$ cat src/rtl/ctrl_pkg.sv
`default_nettype none
// ============================================================================
//  Module      : ctrl_pkg
//  Description : Shared types and constants for the multi-cycle control FSM:
//                state enumeration, RV32I major opcodes, write-back select
//                encodings and the opcode-to-control decode function.
//  Revision    : 1.0 - initial release
// ============================================================================
package ctrl_pkg;

    typedef enum logic [2:0] {
        S_IDLE      = 3'd0,
        S_FETCH     = 3'd1,
        S_DECODE    = 3'd2,
        S_EXECUTE   = 3'd3,
        S_MEMORY    = 3'd4,
        S_WRITEBACK = 3'd5,
        S_HALT      = 3'd6
    } state_t;

    // RV32I major opcodes (instruction bits [6:0])
    localparam logic [6:0] OPC_OP     = 7'b0110011;
    localparam logic [6:0] OPC_OPIMM  = 7'b0010011;
    localparam logic [6:0] OPC_LUI    = 7'b0110111;
    localparam logic [6:0] OPC_AUIPC  = 7'b0010111;
    localparam logic [6:0] OPC_LOAD   = 7'b0000011;
    localparam logic [6:0] OPC_STORE  = 7'b0100011;
    localparam logic [6:0] OPC_BRANCH = 7'b1100011;
    localparam logic [6:0] OPC_JAL    = 7'b1101111;
    localparam logic [6:0] OPC_JALR   = 7'b1100111;
    localparam logic [6:0] OPC_SYSTEM = 7'b1110011;

    // Write-back source select
    localparam logic [1:0] WB_NONE = 2'b00;
    localparam logic [1:0] WB_ALU  = 2'b01;
    localparam logic [1:0] WB_MEM  = 2'b10;
    localparam logic [1:0] WB_PC4  = 2'b11;

    typedef struct packed {
        logic       legal;
        logic       imm;
        logic       expc;
        logic       l_or_s;
        logic [1:0] wb;
    } dec_t;

    // Maps a 7-bit major opcode to its datapath controls. SYSTEM is legal
    // but drives no controls; anything unlisted is flagged illegal.
    function automatic dec_t decode_opc(input logic [6:0] opc);
        dec_t d;
        d       = '0;
        d.legal = 1'b1;
        case (opc)
            OPC_OP:     d.wb = WB_ALU;
            OPC_OPIMM,
            OPC_LUI:    begin d.imm = 1'b1; d.wb = WB_ALU; end
            OPC_AUIPC:  begin d.imm = 1'b1; d.expc = 1'b1; d.wb = WB_ALU; end
            OPC_LOAD:   begin d.imm = 1'b1; d.wb = WB_MEM; end
            OPC_STORE:  begin d.imm = 1'b1; d.l_or_s = 1'b1; d.wb = WB_NONE; end
            OPC_BRANCH: begin d.imm = 1'b1; d.expc = 1'b1; d.wb = WB_NONE; end
            OPC_JAL:    begin d.imm = 1'b1; d.expc = 1'b1; d.wb = WB_PC4; end
            OPC_JALR:   begin d.imm = 1'b1; d.wb = WB_PC4; end
            OPC_SYSTEM: d.wb = WB_NONE;
            default:    d.legal = 1'b0;
        endcase
        return d;
    endfunction

endpackage
`default_nettype wire

$ cat src/rtl/wait_timer.sv
`default_nettype none
// ============================================================================
//  Module      : wait_timer
//  Description : Ready-wait watchdog. A down-counter reloaded by clear and
//                decremented on every counted cycle without ready. expired
//                flags the TIMEOUT-th consecutive waiting cycle; a ready in
//                that same cycle suppresses it.
//  Revision    : 1.0 - initial release
//  Ports       : clk      - clock, rising edge
//                rst      - asynchronous active-low reset
//                clear    - reload the counter (state entry)
//                count_en - currently waiting in a watched state
//                ready    - handshake of the watched memory
//                expired  - TIMEOUT cycles elapsed with ready low
// ============================================================================
module wait_timer #(
    parameter int TIMEOUT = 16
) (
    input  logic clk,
    input  logic rst,
    input  logic clear,
    input  logic count_en,
    input  logic ready,
    output logic expired
);

    localparam int CW = (TIMEOUT > 1) ? $clog2(TIMEOUT) : 1;
    localparam logic [CW-1:0] C_LOAD = CW'(TIMEOUT - 1);

    // Holds the number of waiting cycles still allowed after the current one.
    logic [CW-1:0] r_cnt;

    always_ff @(posedge clk or negedge rst) begin
        if (!rst) begin
            r_cnt <= C_LOAD;
        end else if (clear) begin
            r_cnt <= C_LOAD;
        end else if (count_en && !ready && (r_cnt != '0)) begin
            r_cnt <= r_cnt - CW'(1);
        end
    end

    assign expired = count_en & ~ready & (r_cnt == '0);

endmodule
`default_nettype wire

$ cat src/rtl/multicycle_ctrl_fsm.sv
`default_nettype none
// ============================================================================
//  Module      : multicycle_ctrl_fsm
//  Description : Multi-cycle CPU control unit. Sequences FETCH / DECODE /
//                EXECUTE / MEMORY / WRITEBACK with per-opcode stage skipping,
//                memory ready handshakes and a wait-timeout watchdog, decodes
//                the RV32I major opcode into datapath controls and counts
//                retired instructions.
//  Revision    : 1.0 - initial release
//  Ports       : clk, rst           - clock / asynchronous active-low reset
//                run                - start/continue (IDLE and boundaries)
//                ALUSEL             - opcode of fetched instruction (DECODE)
//                br_taken           - branch condition (EXECUTE)
//                imem_ready         - instruction memory data returned
//                dmem_ready         - data memory access completed
//                PC_en..WB_en       - one-hot stage enables
//                Jump_en            - PC redirect
//                imm_en, EXPC_en    - operand selects
//                L_or_S             - 1 store / 0 load
//                WB_Ctrl            - write-back source
//                halted, err        - HALT state / halt due to fault
//                retired_cnt        - completed-instruction counter
// ============================================================================
module multicycle_ctrl_fsm #(
    parameter int OPC_W   = 7,
    parameter int CNT_W   = 32,
    parameter int TIMEOUT = 16
) (
    input  logic             clk,
    input  logic             rst,
    input  logic             run,
    input  logic [OPC_W-1:0] ALUSEL,
    input  logic             br_taken,
    input  logic             imem_ready,
    input  logic             dmem_ready,
    output logic             PC_en,
    output logic             ID_en,
    output logic             EX_en,
    output logic             MEM_en,
    output logic             WB_en,
    output logic             Jump_en,
    output logic             imm_en,
    output logic             EXPC_en,
    output logic             L_or_S,
    output logic [1:0]       WB_Ctrl,
    output logic             halted,
    output logic             err,
    output logic [CNT_W-1:0] retired_cnt
);

    import ctrl_pkg::*;

    state_t           r_state;
    state_t           w_next;
    logic [6:0]       r_opcode;
    logic             r_imm;
    logic             r_expc;
    logic             r_l_or_s;
    logic [1:0]       r_wb;
    logic             r_err;
    logic [CNT_W-1:0] r_retired;

    logic [6:0]       w_opc_lo;
    logic             w_opc_hi_zero;
    dec_t             w_dec;
    logic             w_legal;
    logic             w_retire;
    logic             w_halt_err;
    logic             w_is_load;
    logic             w_is_store;
    logic             w_is_branch;
    logic             w_is_jump;
    logic             w_wait_en;
    logic             w_wait_ready;
    logic             w_timer_clear;
    logic             w_expired;

    // ------------------------------------------------------------------
    // Opcode decode: only the low 7 bits select an instruction; any set
    // bit above them makes the opcode illegal.
    // ------------------------------------------------------------------
    assign w_opc_lo      = ALUSEL[6:0];
    assign w_opc_hi_zero = ((ALUSEL >> 7) == '0);
    assign w_dec         = decode_opc(w_opc_lo);
    assign w_legal       = w_dec.legal & w_opc_hi_zero;

    // Instruction class of the latched opcode, used after DECODE.
    assign w_is_load   = (r_opcode == OPC_LOAD);
    assign w_is_store  = (r_opcode == OPC_STORE);
    assign w_is_branch = (r_opcode == OPC_BRANCH);
    assign w_is_jump   = (r_opcode == OPC_JAL) | (r_opcode == OPC_JALR);

    // ------------------------------------------------------------------
    // Watchdog shared by FETCH and MEMORY. Any state change reloads it,
    // so it always starts fresh on entry to either watched state.
    // ------------------------------------------------------------------
    assign w_wait_en     = (r_state == S_FETCH) | (r_state == S_MEMORY);
    assign w_wait_ready  = (r_state == S_FETCH) ? imem_ready : dmem_ready;
    assign w_timer_clear = (w_next != r_state);

    wait_timer #(
        .TIMEOUT (TIMEOUT)
    ) u_wait_timer (
        .clk      (clk),
        .rst      (rst),
        .clear    (w_timer_clear),
        .count_en (w_wait_en),
        .ready    (w_wait_ready),
        .expired  (w_expired)
    );

    // ------------------------------------------------------------------
    // State register
    // ------------------------------------------------------------------
    always_ff @(posedge clk or negedge rst) begin
        if (!rst) begin
            r_state <= S_IDLE;
        end else begin
            r_state <= w_next;
        end
    end

    // ------------------------------------------------------------------
    // Next state and Moore stage outputs. Jump_en is the only output that
    // also looks at an input (br_taken), and only in EXECUTE.
    // ------------------------------------------------------------------
    always_comb begin
        w_next     = r_state;
        w_retire   = 1'b0;
        w_halt_err = 1'b0;
        PC_en      = 1'b0;
        ID_en      = 1'b0;
        EX_en      = 1'b0;
        MEM_en     = 1'b0;
        WB_en      = 1'b0;
        Jump_en    = 1'b0;
        halted     = 1'b0;

        case (r_state)
            S_IDLE: begin
                if (run) begin
                    w_next = S_FETCH;
                end
            end
            S_FETCH: begin
                PC_en = 1'b1;
                if (imem_ready) begin
                    w_next = S_DECODE;
                end else if (w_expired) begin
                    w_next     = S_HALT;
                    w_halt_err = 1'b1;
                end
            end
            S_DECODE: begin
                ID_en = 1'b1;
                if (!w_legal) begin
                    w_next     = S_HALT;
                    w_halt_err = 1'b1;
                end else if (w_opc_lo == OPC_SYSTEM) begin
                    w_next = S_HALT;
                end else begin
                    w_next = S_EXECUTE;
                end
            end
            S_EXECUTE: begin
                EX_en   = 1'b1;
                Jump_en = w_is_jump | (w_is_branch & br_taken);
                if (w_is_load || w_is_store) begin
                    w_next = S_MEMORY;
                end else if (w_is_branch) begin
                    w_retire = 1'b1;
                end else begin
                    w_next = S_WRITEBACK;
                end
            end
            S_MEMORY: begin
                MEM_en = 1'b1;
                if (dmem_ready) begin
                    if (w_is_store) begin
                        w_retire = 1'b1;
                    end else begin
                        w_next = S_WRITEBACK;
                    end
                end else if (w_expired) begin
                    w_next     = S_HALT;
                    w_halt_err = 1'b1;
                end
            end
            S_WRITEBACK: begin
                WB_en    = 1'b1;
                w_retire = 1'b1;
            end
            S_HALT: begin
                halted = 1'b1;
            end
            default: begin
                w_next = S_IDLE;
            end
        endcase

        // Instruction boundary: run decides whether to continue.
        if (w_retire) begin
            w_next = run ? S_FETCH : S_IDLE;
        end
    end

    // ------------------------------------------------------------------
    // Decode controls: captured on the edge leaving DECODE and held until
    // the next DECODE. An illegal opcode clears them.
    // ------------------------------------------------------------------
    always_ff @(posedge clk or negedge rst) begin
        if (!rst) begin
            r_opcode <= '0;
            r_imm    <= 1'b0;
            r_expc   <= 1'b0;
            r_l_or_s <= 1'b0;
            r_wb     <= WB_NONE;
        end else if (r_state == S_DECODE) begin
            r_opcode <= w_opc_lo;
            r_imm    <= w_legal & w_dec.imm;
            r_expc   <= w_legal & w_dec.expc;
            r_l_or_s <= w_legal & w_dec.l_or_s;
            r_wb     <= w_legal ? w_dec.wb : WB_NONE;
        end
    end

    // ------------------------------------------------------------------
    // Halt cause and retired-instruction counter. HALT never retires, so
    // the counter freezes there on its own.
    // ------------------------------------------------------------------
    always_ff @(posedge clk or negedge rst) begin
        if (!rst) begin
            r_err     <= 1'b0;
            r_retired <= '0;
        end else begin
            if (w_halt_err) begin
                r_err <= 1'b1;
            end
            if (w_retire) begin
                r_retired <= r_retired + CNT_W'(1);
            end
        end
    end

    assign imm_en      = r_imm;
    assign EXPC_en     = r_expc;
    assign L_or_S      = r_l_or_s;
    assign WB_Ctrl     = r_wb;
    assign err         = r_err;
    assign retired_cnt = r_retired;

endmodule
`default_nettype wire

$ cat config.mk
export PLATFORM = sky130hd
export DESIGN_NAME = multicycle_ctrl_fsm
export DESIGN_NICKNAME = d
export VERILOG_FILES = /design/src/rtl/ctrl_pkg.sv /design/src/rtl/wait_timer.sv /design/src/rtl/multicycle_ctrl_fsm.sv
export SDC_FILE = /design/constraint.sdc
export NUM_CORES = 1
export LEC_CHECK = 0
export CAP_MARGIN = 10
export CORE_MARGIN = 3
export CORE_UTILIZATION = 50
export DETAILED_ROUTE_END_ITERATION = 8
export PLACE_DENSITY = 0.86
export SYNTH_ARGS = -nofsm -noshare
export SYNTH_HDL_FRONTEND = slang
export SYNTH_SLANG_ARGS = --single-unit
$ cat constraint.sdc
create_clock -name clk -period 4.8 [get_ports clk]
set_clock_uncertainty 0.15 [all_clocks]
set_input_delay 0.48 -clock clk [delete_from_list [all_inputs] [get_ports clk]]
set_output_delay 0.48 -clock clk [all_outputs]
set_load 0.02 [all_outputs]
; Word-level counts from Yosys, hierarchy flattened
; Cells that the tools add are included.
; W data, S select, Z words.
[totals]
output_inout_bits = 45
input_bits = 13
reg_bits = 52
wordCells = 95
[classes]
add_sub_neg = 2
eq_ne = 22
muxes = 38
bitwise_logic = 10
n_reduce_logical = 14
[ops]
columns = operator, n
row1 = $eq A7 B7 Y1 const B, 7
row2 = $add A32 B1 Y32 const B, 1
row3 = $mux W3, 10
row4 = $eq A7 B6 Y1 const B, 4
row5 = $mux W1, 21
row6 = $pmux W3 S6, 1
row7 = $eq A7 B2 Y1 const B, 2
row8 = $eq A7 B5 Y1 const B, 2
row9 = $reduce_or A10 Y1, 1
row10 = $eq A3 B3 Y1 const B, 3
row11 = $mux W4, 2
row12 = $reduce_or A8 Y1, 1
row13 = $and A1 B1 Y1, 6
row14 = $eq A3 B2 Y1 const B, 2
row15 = $pmux W1 S3, 2
row16 = $pmux W2 S3, 1
row17 = $logic_not A4 Y1, 1
row18 = $reduce_bool A4 Y1, 1
row19 = $reduce_or A2 Y1, 2
row20 = $reduce_or A4 Y1, 1
row21 = $sub A4 B1 Y4 const B, 1
row22 = $eq A3 B1 Y1 const B, 1
row23 = $logic_not A3 Y1, 1
row24 = $ne A3 B3 Y1, 1
row25 = 8 further kinds, 11

; Depth between registers and ports, before layout
[depth]
word_depth = 11
ltp_mapped = 7
depth_no_buf = 7

; Hierarchy
; From an unflattened synthesis, not the netlist that was laid out.
[unflattened]
hier_cells = 286
area_unflattened_um2 = 2746.4
[modules_own_cells]
columns = mod, instances, cells_per_inst, area_per_inst_um2
row1 = multicycle_ctrl_fsm, 1, 260, 2487.4
row2 = wait_timer, 1, 26, 259.0

; Worst setup path before layout
; OpenSTA, ideal clock, no wires.
[synth_timing]
path_kind = reg-to-reg
from = reg u_wait_timer.r_cnt[0]
to = reg r_state[0]
setup_slack_ns = 2.832
path_stages_with_launch = 8
t_required_ns = 4.529
setup_time_ns = 0.121
n_path_buf = 0
t_arrival_ns = 1.696
path_cell_list = dfstp_2 > inv_1 > ha_1 > or3b_1 > a221o_1 > a31oi_1 > nand2_1 > a32o_1
[synth_via]
elab_chain_len = 6
elab_cells_between_ends = 7
cone_classes = mux: 5 / bitwise: 1 / reduce/logical: 1
[synth_lines]
columns = item, line_no
row1 = from (decl), wait_timer.sv:31  ; logic [CW-1:0] r_cnt;
row2 = from (signal assigned), wait_timer.sv:39  ; r_cnt <= r_cnt - CW'(1);
row3 = $logic_not A4 Y1 *, wait_timer.sv:43  ; assign expired = count_en & ~ready & (r_cnt == '0);
row4 = $and A1 B1 Y1 *, wait_timer.sv:43
row5 = $mux W3 *, "multicycle_ctrl_fsm.sv:149, multicycle_ctrl_fsm.sv:184"
row6 = $mux W3 (on tied branches), "multicycle_ctrl_fsm.sv:178, multicycle_ctrl_fsm.sv:147"
row7 = $pmux W3 S6 *, multicycle_ctrl_fsm.sv:139  ; case (r_state)
row8 = $mux W3 *, multicycle_ctrl_fsm.sv:202  ; if (w_retire) begin
row9 = via w_next[0], multicycle_ctrl_fsm.sv:54  ; state_t w_next;
row10 = to (signal assigned), multicycle_ctrl_fsm.sv:119  ; r_state <= w_next;
row11 = to (decl), multicycle_ctrl_fsm.sv:53  ; state_t r_state;
; Mark *: on every way through the listed nets, which the timed path passes. The rest lies on a longest branch.
; A chain may end at the register's enable or synchronous reset.

; Worst setup path after layout
[layout_timing]
from = reg r_state[0]
to = out ID_en
[layout_via]
elab_chain_len = 2
[layout_lines]
columns = item, line_no
row1 = $eq A3 B2 Y1, multicycle_ctrl_fsm.sv:139
row2 = $mux W1, multicycle_ctrl_fsm.sv:139
row3 = to (decl), multicycle_ctrl_fsm.sv:37  ; output logic ID_en,
; No other way between the ends.

==> reports/results.ini <==
[setup_path]
critPathSlowestCell = dfrtp_1
crit_path_start_kind = flop
max_stage_delay_ns = 0.70
endpoint_kind = output pin
cp_max_fo = 20
critical_path_arrival_ns = 2.60
cp.required_ns = 4.17
critPathKind = reg2out
path_cells = nor2_1 > nand2_1 > clkinv_1 > clkdlybuf4s50_1
critPathTopFamily = buffers and inverters
path_buf_inv = 2

[logic_synthesis]
yosysTopAreaCellShare_pct = 40.4
synthTopCellsByCount = 48 x dfrtp_1, 48 x nand2_1, 24 x xor2_1
synth_edf_count = 0
synthMuxAreaShare_pct = 0
synthFlopType = dfrtp_1
synth_fp_nets = 314
synthesis.area_um2 = 2970
ys_seq_area_share_pct = 43.9
synth.area.top_cells = dfrtp_1 40%, xor2_1 7.1%, nand2_1 6.1%, nor4_2 4.2%, dfstp_2 3.5%
async_reset_ff_share_pct = 100
synth_seq_cells = 52
synth_xor_area_share_pct = 10.0
synthAdderAreaFrac_pct = 1.26
synth_area_leader_cell = dfrtp_1
synth_cells = 298
synth_top_family_by_area = simple AND/OR/NAND/NOR gates
ys_types = 61
synth_compound_area_share_pct = 10.8
yosys.area_share.simple_pct = 29.6
avgSynthCellArea_um2 = 9.98
ys_warn_count = 0

[power]
seq_power_share_pct = 41.7
p_per_area_nw_per_um2 = 434
p_sw_mw = 0.644
combinationalPowerShare_pct = 37.8
p_int_mw = 0.954
clock_power_share_pct = 20.5
ir_worst_vdd_v = 0.000254
p_leak_nw = 1.62
switching_share_pct = 40.3

[sta]
final.period_utilization_pct = 67.4
min_period_ns = 3.23
slew_viol_final = 0
finalWorstSetupSlack_ns = 1.57
setup_viol = 0
rsz0062_at_grt = no
fmax_mhz = 309
max_slew.worst_pin.slew_ns = 0.933
hold_viol = 0
maxSlewHeadroom_pct = 37.7
setup_tns_ns = 0

[cts]
htreeDepth = 2
clock_sinks = 52
numCtsBuffers = 5
cts_tree = done
clk_path_buf_depth = 2
cts_resized = 0
ctsRootBufferMaster = clkbuf_8
clk_latency_ns = 0.31
clk_pin_slew_ns = 0.09
cts_setup_buffers = 0
ctsHoldBuffers = 0

[routing]
ant_nets = 0
dr.pass1.iters = 5
wl_met3_um = 398
via_per_inst = 5.84
wl_met1_um = 3010
drt-total-wl_um = 6970
first_iter_violations = 133
wl_met2_um = 3390
top_layer_used = met4
vias = 2472
drc = 0
routedWlPerCell_um = 16.5

[die]
dieArea_um2 = 6910
rows = 27
start_util_pct = 52.7
die_h_um = 83.1
ios = 58
fp.dieW_um = 83.1
core_area_um2 = 5640

[placement]
io_buffers = 57
dp_slack_ns = 1.97
gp_congestion = 0.874
dp_hpwl_um = 4870
dpl_cell_area_um2 = 3560
place_inst = 415

[global_routing]
grt_max_degree = 53
grt_pass1_wl_um = 11800
grt_pass1_vias = 2423
antenna_found_initial = 0
grt.total_usage_pct = 20.6
gr-total-overflow = 0

[run]
maxCapViolCount = 0

[finish]
final_cells = 423
n_antenna_cell = 0
fillers = 446
layout-area-overhead-vs-synth_pct = 23.8
final_nets = 366
design_area_um2 = 3680
final_layout_size_suffix_gt1_share_pct = 11.4
final_core_util_pct = 65.3

[min_path]
hold_path_class = in2async

[outcome]
status = complete, no violations

[cell usage in the layout (no fill, tap or decap), types with 3 or more instances in the layout]
cell type,netlist,final
clkdlybuf4s50_1,0,56
dfrtp_1,48,48
nand2_1,48,48
xor2_1,24,24
nor2_1,13,13
nand3_1,13,13
inv_1,11,11
nor3_1,10,10
xnor2_1,10,10
nor4_2,10,10
o21ai_0,9,9
a21oi_1,7,7
clkbuf_8,0,7
nor4b_1,6,6
nand4_1,6,6
a31oi_1,4,4
nor4_1,4,4
dfstp_2,4,4
nand2b_1,3,3
nor3b_1,3,3
o31ai_1,3,3
o211ai_1,3,3
ha_1,3,3
[state kept, by name, indices dropped and copies added, names as in the netlist]
register            flops
WB_Ctrl                 2
EXPC_en                 1
err                     1
r_state                 3
retired_cnt            32
imm_en                  1
u_wait_timer.r_cnt      4
L_or_S                  1
r_opcode                7
[kinds of logic (layout without fill, tap and decap cells)]
family / after synthesis / in the layout
adders and majority gates: 3 / 3
DFF: 52 / 52
AOI/OAI and AO/OA: 44 / 44
xor gates and xnor gates: 34 / 34
buffers and inverters: 26 / 79
and+or+nand+nor: 139 / 139
[metal layers]
| metal | vias up | global-route usage (%) |
|---|---|---|
| li1 | 1179 | - |
| met1 | 1190 | 26.2 |
| met2 | 86 | 35.0 |
| met3 | 17 | 4.66 |
| met4 | 0 | 6.24 |
| met5 | - | 0 |
[path summary, 6_finish.rpt]
check / slack, ns / from / to / cells past startpoint
hold reg to reg: 0.33 / retired_cnt[31]$_DFFE_PN0P_ / retired_cnt[31]$_DFFE_PN0P_ / 1
setup / recovery: 1.57 / r_state[0]$_DFF_PN0_ / ID_en / 4
max in group asynchronous: 3.94 / rst / L_or_S$_DFFE_PN0P_ / 2
hold / removal: 0.11 / rst / retired_cnt[15]$_DFFE_PN0P_ / 2
setup reg to reg: 2.21 / r_state[0]$_DFF_PN0_ / r_state[0]$_DFF_PN0_ / 6
min in group clk: 0.33 / retired_cnt[31]$_DFFE_PN0P_ / retired_cnt[31]$_DFFE_PN0P_ / 1
[final cells by class]
cell class              instances  area [um2]  area share, %
inverters                      13        48.8           1.33
clock inverters                 1        30.0          0.815
repair buffers                 58         573           15.6
multi-input cells             220        1540           41.8
well taps                      72        90.1           2.45
clock buffers                   7        96.3           2.62
flip-flops and latches         52        1310           35.5
[through the flow]
stage                     hold WS, ns  total power, mW
after detailed placement        0.313             1.26
after floorplan                0.0344             1.07
after global placement          0.311             1.24
final                           0.115             1.60
after CTS                       0.153             1.59
after global routing            0.188             1.69
[power by group through the flow]
| stage | Clock (mW) | Sequential [mW] | Combinational, mW |
|---|---|---|---|
| after detailed placement | 0 | 0.669 | 0.590 |
| after floorplan | 0 | 0.652 | 0.419 |
| after CTS | 0.330 | 0.663 | 0.601 |
| final | 0.328 | 0.667 | 0.604 |
| after global routing | 0.355 | 0.682 | 0.650 |
| after global placement | 0 | 0.662 | 0.575 |
Power figures use the tool's default switching activity.
